$ cat config.mk
export PLATFORM = sky130hd
export DESIGN_NAME = scroll_sequencer_flat
export DESIGN_NICKNAME = d
export VERILOG_FILES = /design/src/rtl/scroll_pkg.sv /design/src/rtl/scroll_sequencer_if.sv /design/src/rtl/lfsr16.sv /design/src/rtl/scroll_sequencer.sv /design/src/flat_wrapper.sv
export SDC_FILE = /design/constraint.sdc
export NUM_CORES = 1
export LEC_CHECK = 0
export ABC_AREA = 1
export CORE_ASPECT_RATIO = 1.4
export CORE_MARGIN = 1.5
export CORE_UTILIZATION = 51
export DETAILED_ROUTE_END_ITERATION = 8
export HOLD_SLACK_MARGIN = 0.05
export PLACE_DENSITY_LB_ADDON = 0.08
export SYNTH_ARGS = -nofsm -noshare
export SYNTH_HDL_FRONTEND = slang
export SYNTH_SLANG_ARGS = --single-unit
$ cat constraint.sdc
create_clock -name Clk -period 4.5 [get_ports Clk]
set_input_delay 0.675 -clock Clk [delete_from_list [all_inputs] [get_ports Clk]]
set_output_delay 0.675 -clock Clk [all_outputs]
set_load 0.01 [all_outputs]
$ cat src/rtl/scroll_pkg.sv
// -----------------------------------------------------------------------------
// scroll_pkg
// Shared types and constants for the platform scroll sequencer.
//   - scroll_state_e : sequencer FSM states
//   - PLAT_COUNT     : number of platforms in the external register file
//   - Y_WRAP         : screen height; platforms at or past it re-enter at top
//   - X_BASE         : left margin for re-entering platforms
//   - LFSR_SEED/TAPS : 16-bit LFSR start value and feedback taps (16,14,13,11)
// -----------------------------------------------------------------------------
package scroll_pkg;

    typedef enum logic [1:0] {
        IDLE  = 2'd0,
        READ  = 2'd1,
        WRITE = 2'd2,
        DONE  = 2'd3
    } scroll_state_e;

    localparam int PLAT_COUNT = 16;
    localparam int Y_WRAP     = 480;
    localparam int X_BASE     = 64;

    localparam int ADDR_W  = 4;
    localparam int COORD_W = 9;
    localparam int SHIFT_W = 8;
    localparam int SCORE_W = 16;

    localparam logic [15:0] LFSR_SEED = 16'hACE1;
    // Taps 16,14,13,11 (1-based) map to bits 15,13,12,10.
    localparam logic [15:0] LFSR_TAPS = 16'hB400;

    // Next state of a left-shifting Fibonacci LFSR.
    function automatic logic [15:0] lfsr_next(input logic [15:0] cur);
        return {cur[14:0], ^(cur & LFSR_TAPS)};
    endfunction

endpackage

$ cat src/rtl/scroll_sequencer_if.sv
// -----------------------------------------------------------------------------
// scroll_sequencer_if
// Bundles the scroll request, the platform register-file port and the status
// outputs of the scroll sequencer.
//   refresh_en         : level scroll request
//   shift_amt[7:0]     : scroll distance (pixels)
//   plat_rx/ry[8:0]    : platform read data, valid one cycle after plat_addr
//   plat_addr[3:0]     : platform index
//   plat_we            : platform write strobe
//   plat_wx/wy[8:0]    : platform write data
//   trigger            : one-cycle scroll-complete pulse
//   busy               : high from accept through the trigger cycle
//   score[15:0]        : accumulated scroll distance
// master = sequencer side, slave = requester / register-file side.
// -----------------------------------------------------------------------------
interface scroll_sequencer_if;
    import scroll_pkg::*;

    logic                refresh_en;
    logic [SHIFT_W-1:0]  shift_amt;
    logic [COORD_W-1:0]  plat_rx;
    logic [COORD_W-1:0]  plat_ry;
    logic [ADDR_W-1:0]   plat_addr;
    logic                plat_we;
    logic [COORD_W-1:0]  plat_wx;
    logic [COORD_W-1:0]  plat_wy;
    logic                trigger;
    logic                busy;
    logic [SCORE_W-1:0]  score;

    modport master (
        input  refresh_en, shift_amt, plat_rx, plat_ry,
        output plat_addr, plat_we, plat_wx, plat_wy, trigger, busy, score
    );

    modport slave (
        output refresh_en, shift_amt, plat_rx, plat_ry,
        input  plat_addr, plat_we, plat_wx, plat_wy, trigger, busy, score
    );

endinterface

$ cat src/rtl/lfsr16.sv
// -----------------------------------------------------------------------------
// lfsr16
// Free-running 16-bit Fibonacci LFSR, advances every clock.
//   Clk    : clock
//   Reset  : synchronous active-high reset, loads LFSR_SEED
//   q[15:0]: current LFSR state
// -----------------------------------------------------------------------------
module lfsr16
    import scroll_pkg::*;
(
    input  logic        Clk,
    input  logic        Reset,
    output logic [15:0] q
);

    always_ff @(posedge Clk) begin
        if (Reset) begin
            q <= LFSR_SEED;
        end else begin
            q <= lfsr_next(q);
        end
    end

endmodule

$ cat src/rtl/scroll_sequencer.sv
// -----------------------------------------------------------------------------
// scroll_sequencer
// On a scroll request, walks all platforms of the external register file,
// moving each one down by the latched shift. Platforms that fall past the
// bottom of the screen wrap to the top at a pseudo-random X position.
// A single held request produces one scroll; the request must drop for at
// least one cycle before another is accepted.
//
// Ports:
//   Clk   : clock, all registers update on the rising edge
//   Reset : synchronous active-high reset; aborts any scroll in progress
//   bus   : scroll_sequencer_if.master (request, platform port, status)
//
// Build option:
//   SCROLL_SCORE_EN : when defined, score accumulates the shift of each
//                     completed scroll (saturating); otherwise score is 0.
// -----------------------------------------------------------------------------
module scroll_sequencer
    import scroll_pkg::*;
(
    input  logic               Clk,
    input  logic               Reset,
    scroll_sequencer_if.master bus
);

    localparam logic [ADDR_W-1:0]  LAST_ADDR = ADDR_W'(PLAT_COUNT - 1);
    localparam logic [9:0]         Y_WRAP_W  = 10'(Y_WRAP);
    localparam logic [COORD_W-1:0] X_BASE_W  = COORD_W'(X_BASE);

    scroll_state_e       state_q;
    scroll_state_e       state_d;
    logic [ADDR_W-1:0]   addr_q;
    logic [SHIFT_W-1:0]  shift_q;
    logic                armed_q;
    logic                accept;
    logic [15:0]         lfsr_q;
    logic                lfsr_unused;

    logic [9:0]          sum_p0;
    logic                wrap_p0;
    logic [COORD_W-1:0]  x_new_p0;
    logic [COORD_W-1:0]  wx_p0;
    logic [COORD_W-1:0]  wy_p0;

    lfsr16 u_lfsr (
        .Clk   (Clk),
        .Reset (Reset),
        .q     (lfsr_q)
    );

    // The top LFSR bit does not feed the X position.
    assign lfsr_unused = lfsr_q[15];

    assign accept = (state_q == IDLE) && bus.refresh_en && armed_q;

    // ---- control registers ----
    always_ff @(posedge Clk) begin
        if (Reset) begin
            state_q <= IDLE;
            addr_q  <= '0;
            shift_q <= '0;
            armed_q <= 1'b1;
        end else begin
            state_q <= state_d;

            // Re-arm on any low cycle, even mid-scroll; disarm on accept.
            if (!bus.refresh_en) begin
                armed_q <= 1'b1;
            end else if (accept) begin
                armed_q <= 1'b0;
            end

            if (accept) begin
                shift_q <= bus.shift_amt;
                addr_q  <= '0;
            end else if ((state_q == WRITE) && (addr_q != LAST_ADDR)) begin
                addr_q <= addr_q + 1'b1;
            end
        end
    end

    always_comb begin
        state_d = state_q;
        unique case (state_q)
            IDLE:    if (accept) state_d = READ;
            // READ holds the address for the register file's read latency.
            READ:    state_d = WRITE;
            WRITE:   state_d = (addr_q == LAST_ADDR) ? DONE : READ;
            DONE:    state_d = IDLE;
            default: state_d = IDLE;
        endcase
    end

    // ---- stage p0: combinational update of the platform read in WRITE ----
    always_comb begin
        sum_p0   = {1'b0, bus.plat_ry} + {2'b00, shift_q};
        wrap_p0  = (sum_p0 >= Y_WRAP_W);
        // 64 + [0..255] + [0..127] keeps the new X inside 64..446.
        x_new_p0 = X_BASE_W + {1'b0, lfsr_q[7:0]} + {2'b00, lfsr_q[14:8]};
        if (wrap_p0) begin
            wy_p0 = COORD_W'(sum_p0 - Y_WRAP_W);
            wx_p0 = x_new_p0;
        end else begin
            wy_p0 = sum_p0[COORD_W-1:0];
            wx_p0 = bus.plat_rx;
        end
    end

    // Write port and status decode straight from state, so a reset clears
    // them in the very next cycle and no write follows an abort.
    assign bus.plat_addr = addr_q;
    assign bus.plat_we   = (state_q == WRITE);
    assign bus.plat_wx   = (state_q == WRITE) ? wx_p0 : '0;
    assign bus.plat_wy   = (state_q == WRITE) ? wy_p0 : '0;
    assign bus.trigger   = (state_q == DONE);
    assign bus.busy      = (state_q != IDLE);

`ifdef SCROLL_SCORE_EN
    logic [SCORE_W-1:0] score_q;

    function automatic logic [SCORE_W-1:0] sat_add_score(
        input logic [SCORE_W-1:0] acc,
        input logic [SHIFT_W-1:0] inc
    );
        logic [SCORE_W:0] wide;
        wide = {1'b0, acc} + {{(SCORE_W + 1 - SHIFT_W){1'b0}}, inc};
        return wide[SCORE_W] ? {SCORE_W{1'b1}} : wide[SCORE_W-1:0];
    endfunction

    always_ff @(posedge Clk) begin
        if (Reset) begin
            score_q <= '0;
        end else if (state_q == DONE) begin
            score_q <= sat_add_score(score_q, shift_q);
        end
    end

    assign bus.score = score_q;
`else
    assign bus.score = '0;
`endif

endmodule

$ cat src/flat_wrapper.sv
// flat-port wrapper written by rule: the top's interface ports become plain ports
module scroll_sequencer_flat import scroll_pkg::*;
  (Clk, Reset, bus_refresh_en, bus_shift_amt, bus_plat_rx, bus_plat_ry, bus_plat_addr, bus_plat_we, bus_plat_wx, bus_plat_wy, bus_trigger, bus_busy, bus_score);
  scroll_sequencer_if bus_i ();
  input  logic Clk;
  input  logic Reset;
  input wire logic [$bits(bus_i.refresh_en)-1:0] bus_refresh_en;
  input wire logic [$bits(bus_i.shift_amt)-1:0] bus_shift_amt;
  input wire logic [$bits(bus_i.plat_rx)-1:0] bus_plat_rx;
  input wire logic [$bits(bus_i.plat_ry)-1:0] bus_plat_ry;
  output wire logic [$bits(bus_i.plat_addr)-1:0] bus_plat_addr;
  output wire logic [$bits(bus_i.plat_we)-1:0] bus_plat_we;
  output wire logic [$bits(bus_i.plat_wx)-1:0] bus_plat_wx;
  output wire logic [$bits(bus_i.plat_wy)-1:0] bus_plat_wy;
  output wire logic [$bits(bus_i.trigger)-1:0] bus_trigger;
  output wire logic [$bits(bus_i.busy)-1:0] bus_busy;
  output wire logic [$bits(bus_i.score)-1:0] bus_score;
  assign bus_i.refresh_en = bus_refresh_en;
  assign bus_i.shift_amt = bus_shift_amt;
  assign bus_i.plat_rx = bus_plat_rx;
  assign bus_i.plat_ry = bus_plat_ry;
  assign bus_plat_addr = bus_i.plat_addr;
  assign bus_plat_we = bus_i.plat_we;
  assign bus_plat_wx = bus_i.plat_wx;
  assign bus_plat_wy = bus_i.plat_wy;
  assign bus_trigger = bus_i.trigger;
  assign bus_busy = bus_i.busy;
  assign bus_score = bus_i.score;
  scroll_sequencer u_core (.Clk(Clk), .Reset(Reset), .bus(bus_i));
endmodule
==> results by group <==
Run status
  – Status: finished clean

CTS
  – Worst skew pair latency: 0.28 ns
  – Clock Path Buffers: 2
  – Post-CTS Hold Buffers: 0
  – TritonCTS clock tree: done
  – Clock root buffer: clkbuf_8
  – Postcts setup bufs: 0
  – Sink Count: 31
  – H-tree levels: 2
  – Clock slew at reported path FFs: 0.06 ns
  – Post-CTS sizing: 0
  – CTS Buf Count: 5

Worst setup path
  – Crit. End Element: output port
  – Worst Setup Start Kind: primary input
  – Worst EP arrival: 3.40 ns
  – CP delay by family, top: buffers and inverters
  – Crit-path cells: clkdlybuf4s50_1, ha_1, inv_1, fa_1, inv_1, nand2_1, nand2_2, nand4_1, nand2_1, nand2_1, nand2_1, nand3_4, nand2_2, nor2_1, nor2_1, clkdlybuf4s50_1
  – Critical path's largest stage delay: 0.54 ns
  – Critical Path Most Common Cell: nand2_1
  – Data required, critical path: 3.83 ns
  – Bufs and invs on worst path: 4
  – CP max FO: 16
  – Critical path class: primary input to output port
  – Critical path's slowest cell: clkdlybuf4s50_1

STA
  – Fin crit share: 90.7%
  – Setup TNS: 0 ns
  – RSZ-0062 raised after global routing: false
  – Tightest Pin Transition: 0.736 ns
  – Relative slew slack: 50.8%
  – Count of final hold-check violations: 0
  – Fmax: 245 MHz
  – Final setup viols: 0
  – Final Max Slew Viols: 0
  – Clock skew: 0.00795 ns
  – Post-layout min period: 4.08 ns

Die
  – IO Count: 70
  – Core Area: 4460 µm²
  – Die height: 83.1 µm
  – Full die area: 5010 µm²
  – Initial Util: 52.4%
  – Die width: 60.2 µm
  – Placement Rows: 29

Detailed routing
  – Post-DRT Antenna Nets: 0
  – Pre-antenna DRT Iters: 4
  – DR vias: 2,105
  – Total wire length: 4630 µm
  – Via/cell ratio: 4.65
  – Drt wl/cell: 10.2 µm
  – Drt drc: 0
  – DR iter-0 viols: 46

Global routing
  – Vias in the first global route: 2,019
  – Largest net degree at the start of global routing: 19
  – First-pass GRT wire length: 8170 µm
  – Total GRT Usage: 20.5%
  – Initial antenna violation count: 0
  – Total gr overflow: 0

Yosys
  – Yosys warns: 0
  – Sequential fraction of the synthesis area: 26.5%
  – Yosys cell types: 33
  – Cells after synthesis: 337
  – FF+latch count, synth: 31
  – Mapped cell area: 2340 µm²
  – Syn Area/Cell: 6.94 µm²

Power
  – Power Total: 863 µW
  – Maximum vdd drop: 197 µV
  – Power Density: 291 nW/µm²
  – Leak Pwr: 1.49 nW

Place
  – Port Buf Inserts: 53
  – Final GP Congestion: 0.868
  – Placed cell count: 445
  – HPWL after DPL: 3690 µm

Finish
  – Ant. Diodes: 0
  – Fin cells: 453
  – Area grow syn2layout: 26.7%
  – Final net count: 445
  – Share of layout cells above drive strength 1: 9.21%

Hold path
  – Worst Hold Class: flip-flop to flip-flop

Flow run
  – Max cap viols: 0
## sequential cells by signal (all words and copies together), names as in the netlist
signal,flops
u_core.u_lfsr.q,16
u_core.bus.plat_addr,4
u_core.shift_q,8
u_core.state_q,2
u_core.armed_q,1
## cell families after synthesis
logic type | synth area share (%)
and+or+nand+nor | 31.5
buffers and inverters | 15.5
AOI/OAI and AO/OA | 8.83
DFF | 26.5
adders and majority gates | 14.6
xor gates and xnor gates | 3.00
other | 0.160
## worst paths after layout
| path | slack, ns | end | cells after the start | start |
|---|---|---|---|---|
| setup / recovery | 0.42 | bus_plat_wx[3] | 16 | bus_plat_ry[0] |
| hold / removal | 0.43 | u_core.u_lfsr.q[4]$_SDFF_PP0_ | 2 | u_core.u_lfsr.q[3]$_SDFF_PP0_ |
| setup reg to reg | 2.69 | u_core.bus.plat_addr[2]$_SDFFE_PP0P_ | 6 | u_core.state_q[1]$_SDFFE_PP0P_ |
| hold reg to reg | 0.43 | u_core.u_lfsr.q[4]$_SDFF_PP0_ | 2 | u_core.u_lfsr.q[3]$_SDFF_PP0_ |
## synth_stat cells, drive strengths merged
| cell type | instances | share of area [%] |
|---|---|---|
| nor3 | 1 | 0.70 |
| a31oi | 2 | 0.53 |
| dfxtp | 31 | 27 |
| a21o | 1 | 0.32 |
| clkinv | 3 | 0.53 |
| a21oi | 19 | 4.2 |
| nand2 | 70 | 12 |
| o21ai | 16 | 3.4 |
| buf | 18 | 6.1 |
| ha | 24 | 13 |
| nand4 | 3 | 0.80 |
| and2 | 1 | 0.27 |
| or2 | 5 | 1.3 |
| inv | 51 | 8.2 |
| o211ai | 1 | 0.32 |
| nand3 | 14 | 4.4 |
| xnor2 | 3 | 1.1 |
| xor2 | 5 | 1.9 |
| clkbuf | 4 | 0.64 |
| nand3b | 6 | 1.9 |
| fa | 2 | 1.7 |
| nor2 | 56 | 9.6 |
| conb | 1 | 0.16 |
## stage by stage
step                      setup WS (ns)  area, µm²  hold WS (ns)  utilization [%]
after floorplan                    1.53       2390         0.395                -
after global placement            0.469       2850         0.411             63.8
after detailed placement          0.400       2850         0.418             63.8
after CTS                         0.408       2960         0.431             66.4
after global routing              0.178       2960         0.443             66.4
final                             0.420       2960         0.428             66.4
## cell type report
cell class	instances	area (µm²)
fill	413	1500
multi-input combinational	245	1410
sequential	31	621
timing repair buffer	53	531
inverter	54	204
clock buffer	6	82.6
tap	62	77.6
clock inverter	2	35.0
## cells in the final DEF, fill, tap and decap left out, drive strengths merged, types with 6 or more instances in the layout
master	count
inv	51
dfxtp	31
conb	16
ha	24
nand3b	6
clkbuf	6
nor2	56
nand3	14
clkdlybuf4s50	53
nand2	70
a21oi	19
o21ai	16
## metal layers
metal,GRT usage [%],vias to the layer above,wire length (µm)
met1,22.2,915,1930
met2,37.2,58,2370
met3,4.05,9,258
li1,-,1123,-
met5,0,-,0
met4,8.08,0,80
## power by group
group	switching, mW	internal (mW)
clock	0.0985	0.179
sequential	0.0129	0.295
combinational	0.159	0.119
## worst reg2reg max path: cells and delay by family, from the launching register on
family / cells / cell delay (ns)
compound gates: 2 / 0.23
buf+inv: 2 / 0.41
flops: 1 / 0.39
simple gates: 2 / 0.72
No activity file was read; power rests on OpenSTA's default activity.
